<file path="src/rtl/inst_decode.sv">
// ============================================================================
// inst_decode : RV32I decode stage with load-use hazard detection
// Rev 1.0 - initial release
// ============================================================================
`default_nettype none

module inst_decode (
  input  logic        CLK,
  input  logic        RST,
  input  logic        STALL,
  input  logic        FLUSH,
  input  logic [31:0] I_PC,
  input  logic [31:0] I_INST,
  input  logic        I_VALID,
  output logic        HAZARD,
  output logic        D_VALID,
  output logic [31:0] D_PC,
  output logic [6:0]  D_OPCODE,
  output logic [2:0]  D_FUNCT3,
  output logic [6:0]  D_FUNCT7,
  output logic [4:0]  D_RS1,
  output logic [4:0]  D_RS2,
  output logic [4:0]  D_RD,
  output logic [31:0] D_IMM,
  output logic        D_RD_WEN,
  output logic        D_MEM_RD,
  output logic        D_MEM_WR,
  output logic        D_BRANCH,
  output logic        D_JUMP,
  output logic        D_ILLEGAL
);

  localparam logic [6:0] OPC_LUI    = 7'b0110111;
  localparam logic [6:0] OPC_AUIPC  = 7'b0010111;
  localparam logic [6:0] OPC_JAL    = 7'b1101111;
  localparam logic [6:0] OPC_JALR   = 7'b1100111;
  localparam logic [6:0] OPC_BRANCH = 7'b1100011;
  localparam logic [6:0] OPC_LOAD   = 7'b0000011;
  localparam logic [6:0] OPC_STORE  = 7'b0100011;
  localparam logic [6:0] OPC_OPIMM  = 7'b0010011;
  localparam logic [6:0] OPC_OP     = 7'b0110011;
  localparam logic [6:0] OPC_MISC   = 7'b0001111;
  localparam logic [6:0] OPC_SYSTEM = 7'b1110011;

  typedef struct packed {
    logic        valid;
    logic [31:0] pc;
    logic [6:0]  opcode;
    logic [2:0]  funct3;
    logic [6:0]  funct7;
    logic [4:0]  rs1;
    logic [4:0]  rs2;
    logic [4:0]  rd;
    logic [31:0] imm;
    logic        rd_wen;
    logic        mem_rd;
    logic        mem_wr;
    logic        branch;
    logic        jump;
    logic        illegal;
  } dec_t;

  dec_t       dec_w;
  dec_t       dec_d;
  dec_t       dec_q;
  logic [6:0] opc_w;
  logic       use_rs1_w;
  logic       use_rs2_w;
  logic       use_rd_w;
  logic       legal_w;

  assign opc_w = I_INST[6:0];

  always_comb begin
    use_rs1_w = 1'b0;
    use_rs2_w = 1'b0;
    use_rd_w  = 1'b0;
    legal_w   = 1'b1;
    case (opc_w)
      OPC_LUI, OPC_AUIPC, OPC_JAL: use_rd_w = 1'b1;
      OPC_JALR, OPC_LOAD, OPC_OPIMM: begin
        use_rs1_w = 1'b1;
        use_rd_w  = 1'b1;
      end
      OPC_BRANCH, OPC_STORE: begin
        use_rs1_w = 1'b1;
        use_rs2_w = 1'b1;
      end
      OPC_OP: begin
        use_rs1_w = 1'b1;
        use_rs2_w = 1'b1;
        use_rd_w  = 1'b1;
      end
      OPC_MISC, OPC_SYSTEM: ;
      default: legal_w = 1'b0;
    endcase
  end

  // Full decode of the incoming word, independent of pipeline control.
  always_comb begin
    dec_w         = '0;
    dec_w.valid   = 1'b1;
    dec_w.pc      = I_PC;
    dec_w.opcode  = opc_w;
    dec_w.funct3  = I_INST[14:12];
    dec_w.funct7  = I_INST[31:25];
    dec_w.rs1     = use_rs1_w ? I_INST[19:15] : 5'd0;
    dec_w.rs2     = use_rs2_w ? I_INST[24:20] : 5'd0;
    dec_w.rd      = use_rd_w  ? I_INST[11:7]  : 5'd0;
    dec_w.rd_wen  = use_rd_w && (I_INST[11:7] != 5'd0);
    dec_w.mem_rd  = (opc_w == OPC_LOAD);
    dec_w.mem_wr  = (opc_w == OPC_STORE);
    dec_w.branch  = (opc_w == OPC_BRANCH);
    dec_w.jump    = (opc_w == OPC_JAL) || (opc_w == OPC_JALR);
    dec_w.illegal = !legal_w;
    case (opc_w)
      OPC_JALR, OPC_LOAD, OPC_OPIMM, OPC_MISC, OPC_SYSTEM:
        dec_w.imm = {{20{I_INST[31]}}, I_INST[31:20]};
      OPC_STORE:
        dec_w.imm = {{20{I_INST[31]}}, I_INST[31:25], I_INST[11:7]};
      OPC_BRANCH:
        dec_w.imm = {{19{I_INST[31]}}, I_INST[31], I_INST[7], I_INST[30:25], I_INST[11:8], 1'b0};
      OPC_LUI, OPC_AUIPC:
        dec_w.imm = {I_INST[31:12], 12'd0};
      OPC_JAL:
        dec_w.imm = {{11{I_INST[31]}}, I_INST[31], I_INST[19:12], I_INST[20], I_INST[30:21], 1'b0};
      default:
        dec_w.imm = 32'd0;
    endcase
  end

  assign HAZARD = dec_q.valid && dec_q.mem_rd && (dec_q.rd != 5'd0) && I_VALID &&
                  ((use_rs1_w && (I_INST[19:15] == dec_q.rd)) ||
                   (use_rs2_w && (I_INST[24:20] == dec_q.rd)));

  // Bubbles are all-zero so no stale control flag ever leaks downstream.
  always_comb begin
    dec_d = dec_q;
    if (FLUSH)
      dec_d = '0;
    else if (!STALL) begin
      if (HAZARD || !I_VALID)
        dec_d = '0;
      else
        dec_d = dec_w;
    end
  end

  always_ff @(posedge CLK) begin
    if (RST)
      dec_q <= '0;
    else
      dec_q <= dec_d;
  end

  assign D_VALID   = dec_q.valid;
  assign D_PC      = dec_q.pc;
  assign D_OPCODE  = dec_q.opcode;
  assign D_FUNCT3  = dec_q.funct3;
  assign D_FUNCT7  = dec_q.funct7;
  assign D_RS1     = dec_q.rs1;
  assign D_RS2     = dec_q.rs2;
  assign D_RD      = dec_q.rd;
  assign D_IMM     = dec_q.imm;
  assign D_RD_WEN  = dec_q.rd_wen;
  assign D_MEM_RD  = dec_q.mem_rd;
  assign D_MEM_WR  = dec_q.mem_wr;
  assign D_BRANCH  = dec_q.branch;
  assign D_JUMP    = dec_q.jump;
  assign D_ILLEGAL = dec_q.illegal;

endmodule

`default_nettype wire
</file>
<file path="config.mk">
export PLATFORM = sky130hd
export DESIGN_NAME = inst_decode
export DESIGN_NICKNAME = d
export VERILOG_FILES = /design/src/rtl/inst_decode.sv
export SDC_FILE = /design/constraint.sdc
export NUM_CORES = 1
export LEC_CHECK = 0
export ABC_AREA = 0
export CORE_ASPECT_RATIO = 0.9
export CORE_MARGIN = 2
export CORE_UTILIZATION = 46
export DETAILED_ROUTE_END_ITERATION = 8
export GPL_TIMING_DRIVEN = 0
export PLACE_DENSITY = 0.9
export SYNTH_ARGS = -nofsm -noshare
export SYNTH_HDL_FRONTEND = slang
export SYNTH_SLANG_ARGS = --single-unit
</file>
<file path="constraint.sdc">
create_clock -name CLK -period 3.75 [get_ports CLK]
set_clock_uncertainty 0.05 [all_clocks]
set_input_delay 0.375 -clock CLK [delete_from_list [all_inputs] [get_ports CLK]]
set_output_delay 0.375 -clock CLK [all_outputs]
set_load 0.03 [all_outputs]
</file>
==> run summary, run 1 <==
Pwr Density - 320 mW/mm²
Critical Path End - HAZARD
Net Sw Frac - 0.268
Reg area - 0.00206 mm²
syn_area_per_cell - 9.50 µm²
largest net degree at the start of global routing - 19
nets - 697
post-layout util - 0.695
Post-CTS Setup Inserts - 0
clk slew on worst S/H paths - 100 ps
HP Class - reg -> reg
status - finished, final reports clean
number of I/O pins - 173
FF+latch count, synth - 103
DRC viols - 0
count of cell types in the netlist - 48
number of fillers in the final layout - 692
internal reg-to-reg setup slack - 1710 ps
reg-to-reg critical path endpoint - D_IMM[30]
relative slew slack - 0.356
Die Ht - 95.1 µm
Power Internal - 1.47 mW
Highest Signal Layer - met4
crit path kind - in -> out
worst path required time - 3320 ps
Met1 Wirelength - 5600 µm
Reg2Reg Launch Point - D_RD[0]
Routed Antenna Nets - 0
Post-synth ARST share - 0
critical path startpoint - I_INST[4]
VDD IR max - 0.000250 V
Tmin final - 3570 ps
Placer Congestion - 0.952
Critical Path AT - 3140 ps
CTS root buf - clkbuf_8
CTS H-tree depth - 3
EDFF count, synth - 0
CP endpoint kind - output port
die area - 0.0100 mm²
Synth Flop Type - dfxtp_1
dpl cells - 739
Pleak - 2.15 nW
share of power burned in registers - 0.553
Pwr Total - 2.01 mW
period utilization - 0.951
NetSw - 0.540 mW
Synth area leaders - dfxtp_1, a32o_1, nand2_1
commonest non-fill, non-tap cell in the layout - clkdlybuf4s50_1
r2r worst-path depth - 7
fmax - 0.280 GHz
Slew Limit Fails - 0
wire length on met3 - 1420 µm
most frequent cells in the layout - clkdlybuf4s50_1, dfxtp_1, nand2_1
Post-CTS Resized - 0
area taken by multi-input logic gates - 0.00191 mm²
Die Width - 105 µm
total gr overflow - 0
WL met2 - 6610 µm
hold slack - 402 ps
cts hold-fix bufs - 0
DR vias - 4,391
yosys synthesis warning count - 0
via density per instance - 5.82
sequential area share after synthesis - 0.486
TritonCTS clock tree - yes
DRT Wirelength - 14,000 µm
Core Area - 0.00904 mm²
Post-Syn Area - 0.00424 mm²
antenna violations before repair - 0
Initial DRC Count - 261
first-pass GRT wire length - 21,400 µm
row cnt - 33
deepest clock path buffer count - 2
Final Hold Vio Count - 0
GRT Util Overall - 0.269
Yosys top cell by area - dfxtp_1
clk sinks - 103
Pre-antenna DRT Iters - 5
Initial Util - 0.469
worst slew pin tran - 962 ps
Area Overhead vs Synth - 48.2%
routed length per placed instance - 18.5 µm
Skew-Pair Late Insertion Delay - 370 ps
Critical Path Fanout Max - 10
clock share of power - 0.325
final non-filler cell total - 755
Max Cap Viol - 0
RSZ-0062 raised after global routing - no
Post-Synthesis Cells - 446
total CTS buffers - 9
antenna cell count - 0
vias in the first global route - 4,251
Startpoint Class - primary input
port bufs - 171
Post-DP HPWL - 10,600 µm
combinational fraction of design power - 0.122
Syn Nets - 515
final setup vio count - 0
final setup TNS - 0 ps
post-synth top area share - 0.486
layout cells sized above 1 - 0.0600
==> worst min-delay path by stage <==
stage               start   endpoint  slack (ps)  cells past startpoint
4_1_cts          D_RS2[0]   D_RS2[0]         400                      2
6_report         D_RS2[0]   D_RS2[0]         400                      2
3_3_place_gp     D_RS1[3]   D_RS1[3]         380                      2
2_1_floorplan  I_INST[31]  D_IMM[31]         470                      2
3_5_place_dp     D_RS2[0]   D_RS2[0]         390                      2
5_1_grt          D_IMM[6]   D_IMM[6]         420                      2
==> metal layers <==
layer | global-route usage | vias to the layer above
li1 | - | 2046
met1 | 0.320 | 2065
met2 | 0.455 | 251
met3 | 0.0861 | 29
met4 | 0.108 | 0
met5 | 0 | -
==> cells in the mapped netlist (all sizes together), types with 2 or more instances <==
cell	count
a22oi	2
clkbuf	26
nor2	10
and3b	2
inv	2
xnor2	5
nor3	3
nand4	13
buf	19
or4	2
and2	6
and3	2
o21ai	33
a32o	52
dfxtp	103
o31ai	21
a21oi	23
a211oi	3
nor4	2
xor2	6
nand3	17
nand2	63
nor2b	5
a22o	6
a2111oi	2
==> power by group through the flow <==
stage	sequential, mW	clock [mW]	combinational [mW]
2_1_floorplan	1.16	0	0.0792
3_3_place_gp	1.14	0	0.238
3_5_place_dp	1.14	0	0.242
4_1_cts	1.11	0.665	0.244
5_1_grt	1.11	0.705	0.259
6_report	1.11	0.654	0.246
==> critical path, cell delays in order <==
cell and delay (ps):
clkdlybuf4s50_1 530, and3b_1 260, clkbuf_1 300, o21ba_2 270, o211ai_1 110, a21o_1 170, buf_6 150, inv_2 100
buf_4 180, clkdlybuf4s50_1 680
==> cell families after synthesis <==
logic type             synth area share
AO/OA/AOI/OAI                     0.277
AND/OR/NAND/NOR                   0.152
flip-flops                        0.486
buffers and inverters            0.0623
XOR/XNOR                         0.0227
==> cell type report <==
| class | count | area share |
|---|---|---|
| Buffer | 45 | 0.0408 |
| Clock inverter | 7 | 0.00876 |
| Multi-Input combinational cell | 296 | 0.305 |
| Timing Repair Buffer | 171 | 0.272 |
| Inverter | 2 | 0.00119 |
| Tap cell | 122 | 0.0243 |
| Clock buffer | 9 | 0.0197 |
| Sequential cell | 103 | 0.328 |
==> flip-flops by register name (all words and copies together), names as in the netlist <==
name,flops
D_OPCODE,7
D_MEM_RD,1
D_JUMP,1
D_ILLEGAL,1
D_IMM,32
D_PC,32
D_RS2,5
D_MEM_WR,1
D_VALID,1
D_RS1,5
D_BRANCH,1
D_RD,5
D_FUNCT3,3
D_FUNCT7,7
D_RD_WEN,1
==> metrics by stage <==
stage                     setup WS [ps]  instance area, µm²
final                               184                6280
after global routing               68.4                6280
after CTS                           205                6280
after detailed placement            210                6100
after global placement              234                6100
after floorplan                    1550                4240
Note: power is estimated with default switching activity, not from simulation.
==> run 2, diff against run 1 <==
CORE_MARGIN = 3   (was 2)
==> run 2 against run 1 <==
  * Non-clock buffer count did not move
  * Highest routed layer unchanged
  * Worst hold slack got worse by 2.5 ps
  * Sequential share of layout area barely moved
  * Power fell by 0.28%
  * Die area rose by 4.0%
  * Core utilization rose by 2.1 points
  * Via count rose by 0.30%
==> run summary, run 2 (synthesis results as in run 1) <==
NetSw - 0.537 mW (-0.57%)
Slew Limit Fails - 0 (unchanged)
Pwr Density - 320 mW/mm² (-0.22%)
crit path kind - in -> out
final setup TNS - 0 ps (unchanged)
hold slack - 399 ps (-2.50 ps)
via density per instance - 5.86 (+0.70%)
Initial Util - 0.483 (+0.0146)
status - finished, final reports clean
total gr overflow - 0 (unchanged)
Pleak - 2.14 nW (-0.27%)
relative slew slack - 0.274 (-0.0829)
nets - 697 (unchanged)
Post-DP HPWL - 10,900 µm (+3.3%)
Critical Path Fanout Max - 10 (unchanged)
VDD IR max - 0.000266 V (+6.4%)
Skew-Pair Late Insertion Delay - 370 ps (about the same)
Placer Congestion - 0.906 (-4.8%)
clk slew on worst S/H paths - 100 ps (about the same)
CTS root buf - clkbuf_8
share of power burned in registers - 0.554 (about the same)
DRT Wirelength - 14,400 µm (+3.0%)
routed length per placed instance - 19.1 µm (+3.4%)
antenna violations before repair - 0 (unchanged)
HP Class - reg -> reg
Routed Antenna Nets - 0 (unchanged)
vias in the first global route - 4,412 (+3.8%)
Pwr Total - 2.01 mW (-0.28%)
r2r worst-path depth - 7 (unchanged)
Area Overhead vs Synth - 48.1% (about the same)
Die Width - 107 µm (+1.9%)
Max Cap Viol - 0 (unchanged)
Power Internal - 1.47 mW (-0.17%)
total CTS buffers - 9 (unchanged)
cts hold-fix bufs - 0 (unchanged)
Tmin final - 3590 ps (+20.6 ps)
row cnt - 32 (-3.0%)
period utilization - 0.956 (+0.00548)
internal reg-to-reg setup slack - 1650 ps (-60 ps)
clk sinks - 103 (unchanged)
Net Sw Frac - 0.268 (-0.000780)
DRC viols - 0 (unchanged)
combinational fraction of design power - 0.123 (about the same)
hold endpoint - D_RS1[0]
first-pass GRT wire length - 22,800 µm (+6.8%)
die area - 0.0104 mm² (+4.0%)
TritonCTS clock tree - yes
clock share of power - 0.323 (-0.002)
CTS H-tree depth - 3 (unchanged)
most frequent cells in the layout - clkdlybuf4s50_1, dfxtp_1, nand2_1
WHS Path Cells - 2 (unchanged)
Design Area, Final - 0.00628 mm² (about the same)
number of I/O pins - 173 (unchanged)
CP endpoint kind - output port
worst path required time - 3320 ps (about the same)
final setup vio count - 0 (unchanged)
Core Area - 0.00877 mm² (-3.0%)
Startpoint Class - primary input
layout cells sized above 1 - 0.0600 (unchanged)
Final Hold Vio Count - 0 (unchanged)
largest net degree at the start of global routing - 19 (unchanged)
GRT Util Overall - 0.271 (+0.00187)
Die Ht - 97.1 µm (+2.1%)
Reg2Reg Launch Point - D_RD[0]
DP Area - 0.00610 mm² (about the same)
Hold Crit Start - D_RS1[0]
Post-CTS Setup Inserts - 0 (unchanged)
antenna cell count - 0 (unchanged)
port bufs - 171 (unchanged)
DR vias - 4,404 (+0.30%)
Pre-antenna DRT Iters - 6 (+1)
Critical Path AT - 3160 ps (+20 ps)
deepest clock path buffer count - 2 (unchanged)
commonest non-fill, non-tap cell in the layout - clkdlybuf4s50_1
fmax - 0.279 GHz (-0.57%)
RSZ-0062 raised after global routing - no
Initial DRC Count - 328 (+26%)
worst slew pin tran - 1090 ps (+124 ps)
reg-to-reg critical path endpoint - D_IMM[30]
Post-CTS Resized - 0 (unchanged)
==> run 2: cell types whose count changed in the layout (fill, tap and decap cells not counted), sizes merged <==
cell      delta
clkinvlp     +1
inv          -1
==> run 2: routing by layer <==
layer	track usage	routed length (µm)	share of wire
met4	0.0678	262	0.018
met2	0.447	6730	0.47
met1	0.336	5770	0.40
met5	0	0	0
met3	0.0970	1610	0.11
==> run 2: area by class of cell <==
cell class | instances | area [µm²]
Fill cell | 664 | 2490
Sequential cell | 103 | 2060
Multi-Input combinational cell | 296 | 1910
Timing Repair Buffer | 171 | 1710
Buffer | 45 | 256
Tap cell | 119 | 149
Clock buffer | 9 | 124
Clock inverter | 7 | 55.1
Inverter | 2 | 7.51
==> run 2: metrics by stage <==
step                      setup WS [ps]  std cells   util
after detailed placement            173        736  0.696
after CTS                           170        752  0.716
after global routing               39.6        752  0.716
after floorplan                    1550        446      -
final                               164        752  0.716
after global placement              194        736  0.696
==> run 2: power by group through the flow <==
stage / Sequential (mW) / Clock [mW] / Combinational [mW]
CTS: 1.11 / 0.658 / 0.244
global placement: 1.14 / 0 / 0.241
floorplan: 1.16 / 0 / 0.0792
global route: 1.11 / 0.701 / 0.262
detailed placement: 1.14 / 0 / 0.243
finish: 1.11 / 0.648 / 0.247
==> run 2: worst max-delay path by stage <==
stage | slack, ps | to | cells past startpoint | start
global placement | 190 | HAZARD | 10 | I_INST[3]
CTS | 170 | HAZARD | 10 | I_INST[3]
finish | 160 | HAZARD | 10 | I_INST[3]
detailed placement | 170 | HAZARD | 10 | I_INST[3]
global route | 40 | HAZARD | 10 | I_INST[3]
floorplan | 1550 | HAZARD | 9 | I_INST[2]
==> run 2: critical path, cell delays in order <==
cell and delay [ps]:
clkdlybuf4s50_1 500, and4bb_1 430, and3_1 210, buf_2 180, nand4_1 110, a21o_1 200
buf_6 160, inv_2 110, buf_4 180, clkdlybuf4s50_1 690
